==> src/rtl/ram_scan_reader_if.sv <==
// Bundle between the RAM read sequencer, its button debouncers, the RAM read
// port and the seven-segment display split logic.
interface ram_scan_reader_if #(
  parameter int ADDR_W = 8,
  parameter int DATA_W = 16
);
  // Control pulses from the debouncers (single-cycle, level for step_mode)
  logic              start;
  logic              step_mode;
  logic              next;
  logic              abort;
  // RAM read port
  logic [ADDR_W-1:0] ram_addr;
  logic              ram_we;
  logic [DATA_W-1:0] ram_dout;
  // Display side
  logic [ADDR_W-1:0] disp_addr;
  logic [DATA_W-1:0] disp_data;
  logic              disp_valid;
  logic              busy;
  logic              done;
  // Current sequencer state, for observation only
  logic [2:0]        dbg_state;

  // Handshake: disp_valid is a one-cycle valid with no ready. disp_addr and
  // disp_data change only on the edge that raises disp_valid and stay put
  // until the next pulse, so the display may sample them at any time; done
  // pulses once, on the same edge that drops busy.
  modport master (
    input  start, step_mode, next, abort, ram_dout,
    output ram_addr, ram_we, disp_addr, disp_data, disp_valid, busy, done,
           dbg_state
  );

  modport slave (
    output start, step_mode, next, abort, ram_dout,
    input  ram_addr, ram_we, disp_addr, disp_data, disp_valid, busy, done,
           dbg_state
  );
endinterface

==> src/rtl/ram_scan_reader.sv <==
// Read-side sequencer for the display block RAM: walks every address, waits
// out the RAM read latency, and holds each word for the display either for a
// fixed dwell (free-run) or until the next button pulse (step mode).
module ram_scan_reader #(
  parameter int ADDR_W = 8,
  parameter int DATA_W = 16,
  parameter int RD_LAT = 1,
  parameter int DWELL  = 50_000_000
) (
  input  logic              clk,
  input  logic              rst,
  ram_scan_reader_if.master bus
);

  typedef enum logic [2:0] {
    S_IDLE    = 3'd0,
    S_ISSUE   = 3'd1,
    S_WAIT    = 3'd2,
    S_CAPTURE = 3'd3,
    S_HOLD    = 3'd4
  } state_t;

  localparam int                DW_W       = (DWELL > 1) ? $clog2(DWELL) : 1;
  localparam logic [DW_W-1:0]   DWELL_LAST = DW_W'(DWELL - 1);
  // WAIT covers RD_LAT-1 cycles; with RD_LAT=1 ISSUE skips WAIT entirely
  localparam logic [1:0]        LAT_LAST   = 2'((RD_LAT > 1) ? (RD_LAT - 2) : 0);
  localparam logic [ADDR_W-1:0] ADDR_LAST  = '1;

  state_t            state;
  logic [1:0]        lat_cnt;
  logic [DW_W-1:0]   dwell_cnt;
  logic [ADDR_W-1:0] ram_addr_q;
  logic [ADDR_W-1:0] disp_addr_q;
  logic [DATA_W-1:0] disp_data_q;
  logic              disp_valid_q;
  logic              busy_q;
  logic              done_q;
  logic              hold_advance;

  // Leave HOLD on a next pulse in step mode, or on dwell expiry in free-run
  always_comb begin
    hold_advance = 1'b0;
    if (state == S_HOLD) begin
      hold_advance = bus.step_mode ? bus.next : (dwell_cnt == DWELL_LAST);
    end
  end

  // Scan sequencer; abort from any busy state beats every other event
  always_ff @(posedge clk or posedge rst) begin
    if (rst) begin
      state        <= S_IDLE;
      lat_cnt      <= '0;
      dwell_cnt    <= '0;
      ram_addr_q   <= '0;
      disp_addr_q  <= '0;
      disp_data_q  <= '0;
      disp_valid_q <= 1'b0;
      busy_q       <= 1'b0;
      done_q       <= 1'b0;
    end else begin
      disp_valid_q <= 1'b0;
      done_q       <= 1'b0;
      if (bus.abort && (state != S_IDLE)) begin
        state  <= S_IDLE;
        busy_q <= 1'b0;
      end else begin
        case (state)
          S_IDLE: begin
            if (bus.start) begin
              state      <= S_ISSUE;
              ram_addr_q <= '0;
              busy_q     <= 1'b1;
            end
          end
          S_ISSUE: begin
            lat_cnt <= '0;
            state   <= (RD_LAT > 1) ? S_WAIT : S_CAPTURE;
          end
          S_WAIT: begin
            if (lat_cnt == LAT_LAST) begin
              state <= S_CAPTURE;
            end else begin
              lat_cnt <= lat_cnt + 2'd1;
            end
          end
          S_CAPTURE: begin
            disp_data_q  <= bus.ram_dout;
            disp_addr_q  <= ram_addr_q;
            disp_valid_q <= 1'b1;
            dwell_cnt    <= '0;
            state        <= S_HOLD;
          end
          S_HOLD: begin
            // Step mode parks the dwell count so a return to free-run starts fresh
            if (bus.step_mode) begin
              dwell_cnt <= '0;
            end else if (!hold_advance) begin
              dwell_cnt <= dwell_cnt + DW_W'(1);
            end
            if (hold_advance) begin
              if (ram_addr_q == ADDR_LAST) begin
                state      <= S_IDLE;
                busy_q     <= 1'b0;
                done_q     <= 1'b1;
                ram_addr_q <= '0;
              end else begin
                ram_addr_q <= ram_addr_q + ADDR_W'(1);
                state      <= S_ISSUE;
              end
            end
          end
          default: begin
            state  <= S_IDLE;
            busy_q <= 1'b0;
          end
        endcase
      end
    end
  end

  assign bus.ram_addr   = ram_addr_q;
  assign bus.ram_we     = 1'b0;
  assign bus.disp_addr  = disp_addr_q;
  assign bus.disp_data  = disp_data_q;
  assign bus.disp_valid = disp_valid_q;
  assign bus.busy       = busy_q;
  assign bus.done       = done_q;
  assign bus.dbg_state  = state;

endmodule

==> src/flat_wrapper.sv <==
// flat-port wrapper written by rule: the top's interface ports become plain ports
module ram_scan_reader_flat 
#(
  parameter int ADDR_W = 8,
  parameter int DATA_W = 16,
  parameter int RD_LAT = 1,
  parameter int DWELL  = 50_000_000
)
  (clk, rst, bus_start, bus_step_mode, bus_next, bus_abort, bus_ram_dout, bus_ram_addr, bus_ram_we, bus_disp_addr, bus_disp_data, bus_disp_valid, bus_busy, bus_done, bus_dbg_state);
  ram_scan_reader_if #(.ADDR_W(ADDR_W), .DATA_W(DATA_W)) bus_i ();
  input  logic clk;
  input  logic rst;
  input wire logic [$bits(bus_i.start)-1:0] bus_start;
  input wire logic [$bits(bus_i.step_mode)-1:0] bus_step_mode;
  input wire logic [$bits(bus_i.next)-1:0] bus_next;
  input wire logic [$bits(bus_i.abort)-1:0] bus_abort;
  input wire logic [$bits(bus_i.ram_dout)-1:0] bus_ram_dout;
  output wire logic [$bits(bus_i.ram_addr)-1:0] bus_ram_addr;
  output wire logic [$bits(bus_i.ram_we)-1:0] bus_ram_we;
  output wire logic [$bits(bus_i.disp_addr)-1:0] bus_disp_addr;
  output wire logic [$bits(bus_i.disp_data)-1:0] bus_disp_data;
  output wire logic [$bits(bus_i.disp_valid)-1:0] bus_disp_valid;
  output wire logic [$bits(bus_i.busy)-1:0] bus_busy;
  output wire logic [$bits(bus_i.done)-1:0] bus_done;
  output wire logic [$bits(bus_i.dbg_state)-1:0] bus_dbg_state;
  assign bus_i.start = bus_start;
  assign bus_i.step_mode = bus_step_mode;
  assign bus_i.next = bus_next;
  assign bus_i.abort = bus_abort;
  assign bus_i.ram_dout = bus_ram_dout;
  assign bus_ram_addr = bus_i.ram_addr;
  assign bus_ram_we = bus_i.ram_we;
  assign bus_disp_addr = bus_i.disp_addr;
  assign bus_disp_data = bus_i.disp_data;
  assign bus_disp_valid = bus_i.disp_valid;
  assign bus_busy = bus_i.busy;
  assign bus_done = bus_i.done;
  assign bus_dbg_state = bus_i.dbg_state;
  ram_scan_reader #(.ADDR_W(ADDR_W), .DATA_W(DATA_W), .RD_LAT(RD_LAT), .DWELL(DWELL)) u_core (.clk(clk), .rst(rst), .bus(bus_i));
endmodule
==> config.mk <==
export PLATFORM = sky130hd
export DESIGN_NAME = ram_scan_reader_flat
export DESIGN_NICKNAME = d
export VERILOG_FILES = /design/src/rtl/ram_scan_reader_if.sv /design/src/rtl/ram_scan_reader.sv /design/src/flat_wrapper.sv
export SDC_FILE = /design/constraint.sdc
export NUM_CORES = 1
export LEC_CHECK = 0
export ABC_CLOCK_PERIOD_IN_PS = 2700
export CAP_MARGIN = 25
export CORE_MARGIN = 2
export CORE_UTILIZATION = 24
export CTS_BUF_LIST = sky130_fd_sc_hd__clkbuf_8
export CTS_CLUSTER_SIZE = 40
export DETAILED_ROUTE_END_ITERATION = 16
export HOLD_SLACK_MARGIN = 0.02
export SYNTH_ARGS = -nofsm -noshare
export SYNTH_HDL_FRONTEND = slang
export SYNTH_SLANG_ARGS = --single-unit
==> constraint.sdc <==
create_clock -name clk -period 2.7 [get_ports clk]
set_clock_uncertainty 0.1 [all_clocks]
set_input_delay 0.405 -clock clk [delete_from_list [all_inputs] [get_ports clk]]
set_output_delay 0.405 -clock clk [all_outputs]
set_load 0.05 [all_outputs]
==> flow_summary.json, run 1 <==
{
  "met2_usage": 0.178,
  "die_x_um": 124,
  "die_y_um": 124,
  "first_iter_violations": 179,
  "hold_path_class": "in2async",
  "reg2reg_from": "u_core.dwell_cnt[0]",
  "netlist_instances": 340,
  "hold_violations": 0,
  "vias": 2940,
  "cts_tree": "built",
  "cellLeakagePower_nw": 1.83,
  "cts.sinks": 66,
  "drc": 0,
  "core-area_um2": 13900,
  "port_buffers": 59,
  "cp_data_required_time_ns": 2.84,
  "synthDistinctLibCells": 49,
  "die_area_um2": 15300,
  "worstSkewPairLatency_ns": 0.35,
  "fmax_mhz": 413,
  "antenna_found_initial": 0,
  "grt_max_degree": 67,
  "synthArstFlopShare": 1.00,
  "clock_path_buffers": 2,
  "drive_above_1_share": 0.146,
  "final_core_util": 0.323,
  "comb_power_share": 0.423,
  "synth_compound_area_frac": 0.141,
  "routed_wirelength_mm": 8.04,
  "place.detailed.hpwl_mm": 5.69,
  "worst_setup_path_end_kind": "register",
  "p_total_mw": 4.13,
  "syn_to_final_growth_pct": 30.8,
  "met1_usage": 0.145,
  "dp_worst_setup_slack_ns": 0.195,
  "groute.usage.overall": 0.112,
  "start_kind": "register",
  "path_clk_slew_ns": 0.07,
  "vias_per_cell": 4.97,
  "ioPinCount": 61,
  "yosysWarnings": 0,
  "cts-root-buf": "clkbuf_8",
  "synth_top_family_by_area": "simple AND/OR/NAND/NOR gates",
  "p_int_mw": 2.43,
  "synth_top_area_frac": 0.481,
  "synth_area_per_cell_um2": 10.1,
  "place_area_um2": 4290,
  "initial_utilization": 0.247,
  "p_seq_frac": 0.359,
  "dp.cells": 575,
  "detail-route-antenna-nets": 0,
  "status": "complete, no violations",
  "maxSlewHeadroom": 0.655,
  "gp_congestion": 0.812,
  "fp-row-count": 43,
  "p_switching_mw": 1.70,
  "tns_ns": 0,
  "rsz0062_at_grt": "false",
  "diodes": 0,
  "power_frac_clock": 0.219,
  "synth_enable_flop_cells": 0,
  "critPathMaxFanout": 6,
  "synth_commonest_cells": "dfrtp_1, nand2_1, mux2_2",
  "cts_setup_buffers": 0,
  "overflow": 0,
  "power_density_nw_per_um2": 918,
  "arrival_ns": 2.57,
  "grt_pass1_wl_mm": 13.6,
  "grtUsageMet3": 0.0311,
  "first_global_vias": 2798,
  "yosysSeqAreaShare": 0.481,
  "timing.final.ws_setup_ns": 0.279,
  "wl_per_cell_um": 13.6,
  "nets": 431,
  "synthesis.nets": 365,
  "post_cts_resized": 0,
  "synthMuxAreaShare": 0.0932,
  "ys.flop_type": "dfrtp_1",
  "mappedNetlistArea_um2": 3440,
  "final_cell_area_um2": 4500,
  "stdcell_count": 591,
  "worst_pin_slew_ns": 0.513,
  "cts_max_level": 3,
  "period_needed_ns": 2.42,
  "synthAdderAreaFrac": 0.0109,
  "dr.pass1.iters": 4,
  "slew_viol_final": 0,
  "synth_most_common_cell": "dfrtp_1",
  "crit_start": "u_core.dwell_cnt[0]",
  "ys_top_cells_by_area": "dfrtp_1, mux2_2, nand2_1",
  "p_sw_frac": 0.411,
  "cts_hold_buf": 0,
  "synth_xor_area_frac": 0.0153,
  "r2r_slack_ns": 0.28,
  "critical_path_class": "reg2reg",
  "holdWs_ns": 0.340,
  "final-setup-viol-count": 0,
  "irDropWorstVdd_mv": 0.308,
  "yosys.area_share.simple": 0.218,
  "drv_cap": 0,
  "period_share": 0.897,
  "grt-busiest-layer": "met2",
  "cts_buffers": 9,
  "yosysTopAreaCell": "dfrtp_1",
  "ys_seq_elements": 66
}
-- critical path, cell delays in order (launching register included) --
cell and delay, ns:
dfrtp_1 0.42, ha_1 0.25, nand4_1 0.21, or4_1 0.67, or3_1 0.42, o311ai_1 0.26
-- final cells by class --
type / count / area, um^2
clock inverters: 7 / 86.3
well taps: 180 / 225
fillers: 1398 / 9440
repair buffers: 73 / 721
flip-flops and latches: 66 / 1650
multi-input cells: 246 / 1650
inverters: 10 / 37.5
clock buffers: 9 / 124
-- logic make-up (layout without fill, tap and decap cells) --
group	after synthesis	count (layout)
and+or+nand+nor	136	136
other	1	1
buffers and inverters	28	99
AOI/OAI and AO/OA	71	71
muxes	29	29
adders and majority gates	3	3
DFF	66	66
xor gates and xnor gates	6	6
-- sequential cells by signal (all words and copies together) (netlist names) --
register / flops
u_core.lat_cnt: 2
u_core.dwell_cnt: 26
u_core.bus.done: 1
u_core.bus.disp_addr: 8
u_core.bus.disp_data: 16
u_core.bus.dbg_state: 3
u_core.bus.ram_addr: 8
u_core.bus.busy: 1
u_core.bus.disp_valid: 1
-- worst paths after layout --
path,end,cells past startpoint
setup reg to reg,u_core.dwell_cnt[14],5
min in group clk,u_core.lat_cnt[1],2
setup / recovery,u_core.dwell_cnt[14],5
hold reg to reg,u_core.lat_cnt[1],2
max in group asynchronous,u_core.bus.disp_data[0],3
hold / removal,u_core.dwell_cnt[3],3
-- metal layers --
layer / wire [um] / up-vias
li1: - / 1403
met1: 3720 / 1442
met2: 3820 / 82
met3: 366 / 13
met4: 141 / 0
met5: 0 / -
-- power by group through the flow --
| stage | Combinational, mW | Clock, mW | Sequential [mW] |
|---|---|---|---|
| floorplan | 0.648 | 0 | 2.04 |
| global placement | 1.73 | 0 | 1.48 |
| detailed placement | 1.76 | 0 | 1.50 |
| CTS | 1.76 | 0.929 | 1.48 |
| global route | 1.87 | 0.971 | 1.52 |
| finish | 1.74 | 0.903 | 1.48 |
-- layout by cell type (no fill, tap or decap), types with 10 or more instances in the layout --
cell	netlist	layout
a21oi_1	10	10
buf_4	2	12
clkdlybuf4s50_1	0	59
dfrtp_1	66	66
inv_1	10	11
mux2_2	24	24
nand2_1	31	31
nand3_1	14	14
nand4_1	11	11
nor2_1	20	20
nor3_1	11	11
o21ai_0	22	22
Note: power is estimated with default switching activity, not from simulation.
==> run 2: changes to the inputs <==
CORE_UTILIZATION = 55   (was 24)
PLACE_DENSITY = 0.83   (was default)
==> run 2 against run 1 <==
Compared with the run above:
- die area is 55% lower
- critical path type unchanged
- wire length up 2.4%
- via count rose by 1.7%
- total power is 0.45% lower
- critical path depth is the same
- fmax decreased by 1.5%
- global-route usage increased by 14 points
- sequential share of layout area grew 1.2 points
- non-clock buffer count grew 1
- utilization rose by 40 points
- first-iteration DRC count rose by 40%
==> flow_summary.json, run 2 (same netlist as run 1, synthesis figures left out) <==
{
  "cp_data_required_time_ns": 2.84,
  "holdWs_ns": 0.329,
  "period_needed_ns": 2.46,
  "stdcell_count": 486,
  "final_core_util": 0.727,
  "reg2reg_from": "u_core.dwell_cnt[0]",
  "p_int_mw": 2.41,
  "first_global_vias": 2988,
  "routed_wirelength_mm": 8.23,
  "antenna_found_initial": 0,
  "p_switching_mw": 1.69,
  "cellLeakagePower_nw": 1.83,
  "final_common_cell": "dfrtp_1",
  "first_iter_violations": 251,
  "wl_per_cell_um": 16.9,
  "die_x_um": 83.0,
  "dp.cells": 471,
  "comb_power_share": 0.427,
  "maxSlewHeadroom": 0.593,
  "hold_path_class": "in2async",
  "p_sw_frac": 0.412,
  "power_density_nw_per_um2": 944,
  "worst_pin_slew_ns": 0.606,
  "slew_viol_final": 0,
  "largest_reg_flops": 26,
  "vias": 2989,
  "irDropWorstVdd_mv": 0.783,
  "worstSkewPairLatency_ns": 0.35,
  "cts_tree": "built",
  "hold_violations": 0,
  "path_clk_slew_ns": 0.07,
  "cts.sinks": 66,
  "critical_path_class": "reg2reg",
  "vias_per_cell": 6.15,
  "tns_ns": 0,
  "critPathMaxFanout": 6,
  "initial_utilization": 0.574,
  "cts_buffers": 9,
  "status": "complete, no violations",
  "port_buffers": 59,
  "p_seq_frac": 0.366,
  "path_delay_family": "simple AND/OR/NAND/NOR gates",
  "worst_setup_path_end_kind": "register",
  "syn_to_final_growth_pct": 26.7,
  "path_buf_inv": 0,
  "cts-root-buf": "clkbuf_8",
  "arrival_ns": 2.59,
  "place.detailed.hpwl_mm": 5.91,
  "path_cells": "ha_1 > nand4_1 > or4_1 > or3_1 > o311ai_1",
  "cts_max_level": 3,
  "post_cts_resized": 0,
  "fp-row-count": 28,
  "die_y_um": 83.0,
  "r2r_slack_ns": 0.24,
  "cts_hold_buf": 0,
  "fmax_mhz": 407,
  "gp_congestion": 0.941,
  "crit_start": "u_core.dwell_cnt[0]",
  "nets": 432,
  "groute.usage.overall": 0.249,
  "final-setup-viol-count": 0,
  "largest-register": "u_core.dwell_cnt",
  "power_frac_clock": 0.207,
  "drive_above_1_share": 0.148,
  "cts_setup_buffers": 0,
  "dr.pass1.iters": 5,
  "ioPinCount": 61,
  "detail-route-antenna-nets": 0,
  "clock_path_buffers": 2,
  "die_area_um2": 6890,
  "rsz0062_at_grt": "false",
  "grt_pass1_wl_mm": 14.0,
  "drc": 0,
  "drv_cap": 0,
  "diodes": 0,
  "grt_max_degree": 28,
  "final_cell_mix": "dfrtp_1, clkdlybuf4s50_1, nand2_1",
  "core-area_um2": 5990,
  "num-fill-cells": 423,
  "slowest_stage": "or4_1",
  "start_kind": "register",
  "overflow": 0,
  "period_share": 0.910,
  "p_total_mw": 4.11,
  "max_stage_delay_ns": 0.67
}
[run 2: power by group through the flow]
stage / Combinational, mW / Clock [mW] / Sequential, mW
floorplan: 0.648 / 0 / 2.04
global placement: 1.71 / 0 / 1.48
detailed placement: 1.76 / 0 / 1.51
CTS: 1.77 / 0.866 / 1.50
global route: 1.87 / 0.901 / 1.54
finish: 1.76 / 0.849 / 1.50
[run 2: layout make-up]
cell class,count,area (um^2),share of cell area
inverter,10,37.5,0.00862
sequential,66,1650,0.379
timing repair buffer,74,716,0.164
clock inverter,3,38.8,0.00891
multi-input combinational,246,1650,0.379
tap,75,93.8,0.0216
clock buffer,12,165,0.0379
[run 2: worst register-to-register path, cell delays in order, from the launching register on]
cell,delay (ns)
dfrtp_1,0.42
ha_1,0.26
nand4_1,0.25
or4_1,0.67
or3_1,0.41
o311ai_1,0.26
[run 2: per-stage QoR]
stage	area, um^2	worst slack, ns
after detailed placement	4150	0.222
after global routing	4350	0.0761
after floorplan	3440	0.206
final	4350	0.243
after global placement	4150	0.259
after CTS	4350	0.245
[run 2: metal layers]
metal  vias to the layer above  share of wire  wire length, um  global-route usage
met2                       127           0.49             4050               0.412
met5                         -              0                0                   0
met1                      1451           0.43             3540               0.316
li1                       1400              -                -                   -
met4                         0          0.014              116              0.0984
met3                        11          0.063              519              0.0606
[run 2: path summary, 6_finish.rpt]
path	cells past startpoint	end
worst max-delay path	5	u_core.dwell_cnt[14]
worst min-delay path	2	u_core.bus.disp_data[11]
worst max register to register	5	u_core.dwell_cnt[14]
worst min register to register	2	u_core.lat_cnt[1]
max in group asynchronous	3	u_core.bus.disp_addr[3]
min in group clk	2	u_core.lat_cnt[1]
==> run 3: changes to the inputs <==
CORE_MARGIN = 5   (was 2)
==> run 3 against run 2 <==
Compared with the run above:
- count of clock-buffer cells in the layout fell by 1
- global-route usage shrank 2.2 points
- final area fell by 0.80%
- critical path depth is the same
- final cell count fell by 0.82%
- via count decreased by 0.37%
- die area grew 15%
- wire length down 1.1%
- fmax decreased by 3.6%
- clock power is 3.4% lower
- sequential share of layout area is 0.31 points higher
==> flow_summary.json, run 3 (same netlist as run 1, synthesis figures left out) <==
{
  "status": "complete, no violations",
  "period_needed_ns": 2.55,
  "initial_utilization": 0.574,
  "grt_max_degree": 49,
  "timing.rr.end": "u_core.dwell_cnt[14]",
  "start_kind": "register",
  "first_iter_violations": 259,
  "detail-route-antenna-nets": 0,
  "vias": 2978,
  "grt_pass1_wl_mm": 13.8,
  "port_buffers": 59,
  "path_clk_slew_ns": 0.07,
  "largest_reg_flops": 26,
  "worst_pin_slew_ns": 0.523,
  "comb_power_share": 0.426,
  "overflow": 0,
  "tns_ns": 0,
  "place.detailed.hpwl_mm": 5.74,
  "critical_path_class": "reg2reg",
  "nets": 429,
  "syn_to_final_growth_pct": 25.7,
  "core-area_um2": 5990,
  "vias_per_cell": 6.18,
  "p_sw_frac": 0.415,
  "irDropWorstVdd_mv": 0.754,
  "largest-register": "u_core.dwell_cnt",
  "power_density_nw_per_um2": 940,
  "cts_tree": "built",
  "diodes": 0,
  "hold_path_class": "in2async",
  "hold_violations": 0,
  "final_common_cell": "dfrtp_1",
  "fp-row-count": 28,
  "routed_wirelength_mm": 8.14,
  "cp_data_required_time_ns": 2.84,
  "drv_cap": 0,
  "gp_congestion": 0.895,
  "post_cts_resized": 0,
  "rr_worst_depth": 5,
  "drc": 0,
  "worstSkewPairLatency_ns": 0.34,
  "antenna_found_initial": 0,
  "final_cell_mix": "dfrtp_1, clkdlybuf4s50_1, nand2_1",
  "cts_hold_buf": 0,
  "r2r_slack_ns": 0.15,
  "cts_max_level": 3,
  "groute.usage.overall": 0.227,
  "fmax_mhz": 393,
  "critPathMaxFanout": 6,
  "die_area_um2": 7930,
  "dr.pass1.iters": 5,
  "p_seq_frac": 0.372,
  "p_int_mw": 2.37,
  "p_switching_mw": 1.68,
  "cts_setup_buffers": 0,
  "die_x_um": 89.0,
  "maxSlewHeadroom": 0.650,
  "cts.sinks": 66,
  "die_y_um": 89.0,
  "first_global_vias": 2868,
  "reg2reg_from": "u_core.dwell_cnt[0]",
  "wl_per_cell_um": 16.9,
  "clock_path_buffers": 2,
  "slew_viol_final": 0,
  "drive_above_1_share": 0.143,
  "cts-root-buf": "clkbuf_8",
  "rsz0062_at_grt": "false",
  "power_frac_clock": 0.202,
  "final_cell_area_um2": 4320,
  "place_area_um2": 4130,
  "final-setup-viol-count": 0,
  "cts_buffers": 9,
  "ioPinCount": 61,
  "period_share": 0.943,
  "cellLeakagePower_nw": 1.81,
  "worst_setup_path_end_kind": "register",
  "arrival_ns": 2.69
}
-- run 3: cell types whose count changed in the layout (fill, tap and decap cells not counted) --
cell,delta
buf_4,-3
clkbuf_8,-1
clkinv_2,+1
inv_1,-1
-- run 3: final cells by class --
| class | count | area (um^2) |
|---|---|---|
| sequential | 66 | 1650 |
| inverter | 10 | 37.5 |
| fill | 435 | 1670 |
| clock buffer | 11 | 151 |
| tap | 75 | 93.8 |
| timing repair buffer | 71 | 693 |
| multi-input combinational | 246 | 1650 |
| clock inverter | 3 | 40.0 |
-- run 3: stage by stage --
stage | hold WS (ns) | util | cells | total power [mW] | worst slack, ns
final | 0.269 | 0.721 | 482 | 4.06 | 0.153
after global routing | 0.295 | 0.721 | 482 | 4.28 | 0.0838
after CTS | 0.274 | 0.721 | 482 | 4.08 | 0.203
after detailed placement | 0.394 | 0.689 | 468 | 3.25 | 0.177
after global placement | 0.367 | 0.689 | 468 | 3.19 | 0.197
after floorplan | 0.348 | - | 340 | 2.69 | 0.206
-- run 3: worst max path at each step --
stage                                 start                     end  slack (ns)  depth (start not counted)
finish                  u_core.dwell_cnt[0]    u_core.dwell_cnt[14]        0.15                          5
global route            u_core.dwell_cnt[0]    u_core.dwell_cnt[14]        0.08                          5
CTS                     u_core.dwell_cnt[0]    u_core.dwell_cnt[14]        0.20                          5
detailed placement                bus_abort  u_core.bus.ram_addr[5]        0.18                          6
global placement                  bus_abort  u_core.bus.ram_addr[7]        0.20                          6
floorplan           u_core.bus.dbg_state[2]     u_core.dwell_cnt[9]        0.21                          8
-- run 3: critical path: stages, from the launching register on --
cell and delay (ns):
dfrtp_1 0.42, ha_1 0.27, nand4_1 0.28, or4_1 0.70, or3_1 0.42, o311ai_1 0.26
-- run 3: power groups by stage --
stage | Sequential, mW | Combinational, mW | Clock (mW)
after global placement | 1.50 | 1.69 | 0
after CTS | 1.51 | 1.74 | 0.836
final | 1.51 | 1.73 | 0.820
after detailed placement | 1.52 | 1.73 | 0
after global routing | 1.55 | 1.85 | 0.884
after floorplan | 2.04 | 0.648 | 0
-- run 3: layer usage --
layer | GRT usage | up-vias | part of all wire
li1 | - | 1397 | -
met1 | 0.301 | 1420 | 0.43
met2 | 0.358 | 134 | 0.47
met3 | 0.0424 | 27 | 0.074
met4 | 0.112 | 0 | 0.027
met5 | 0 | - | 0
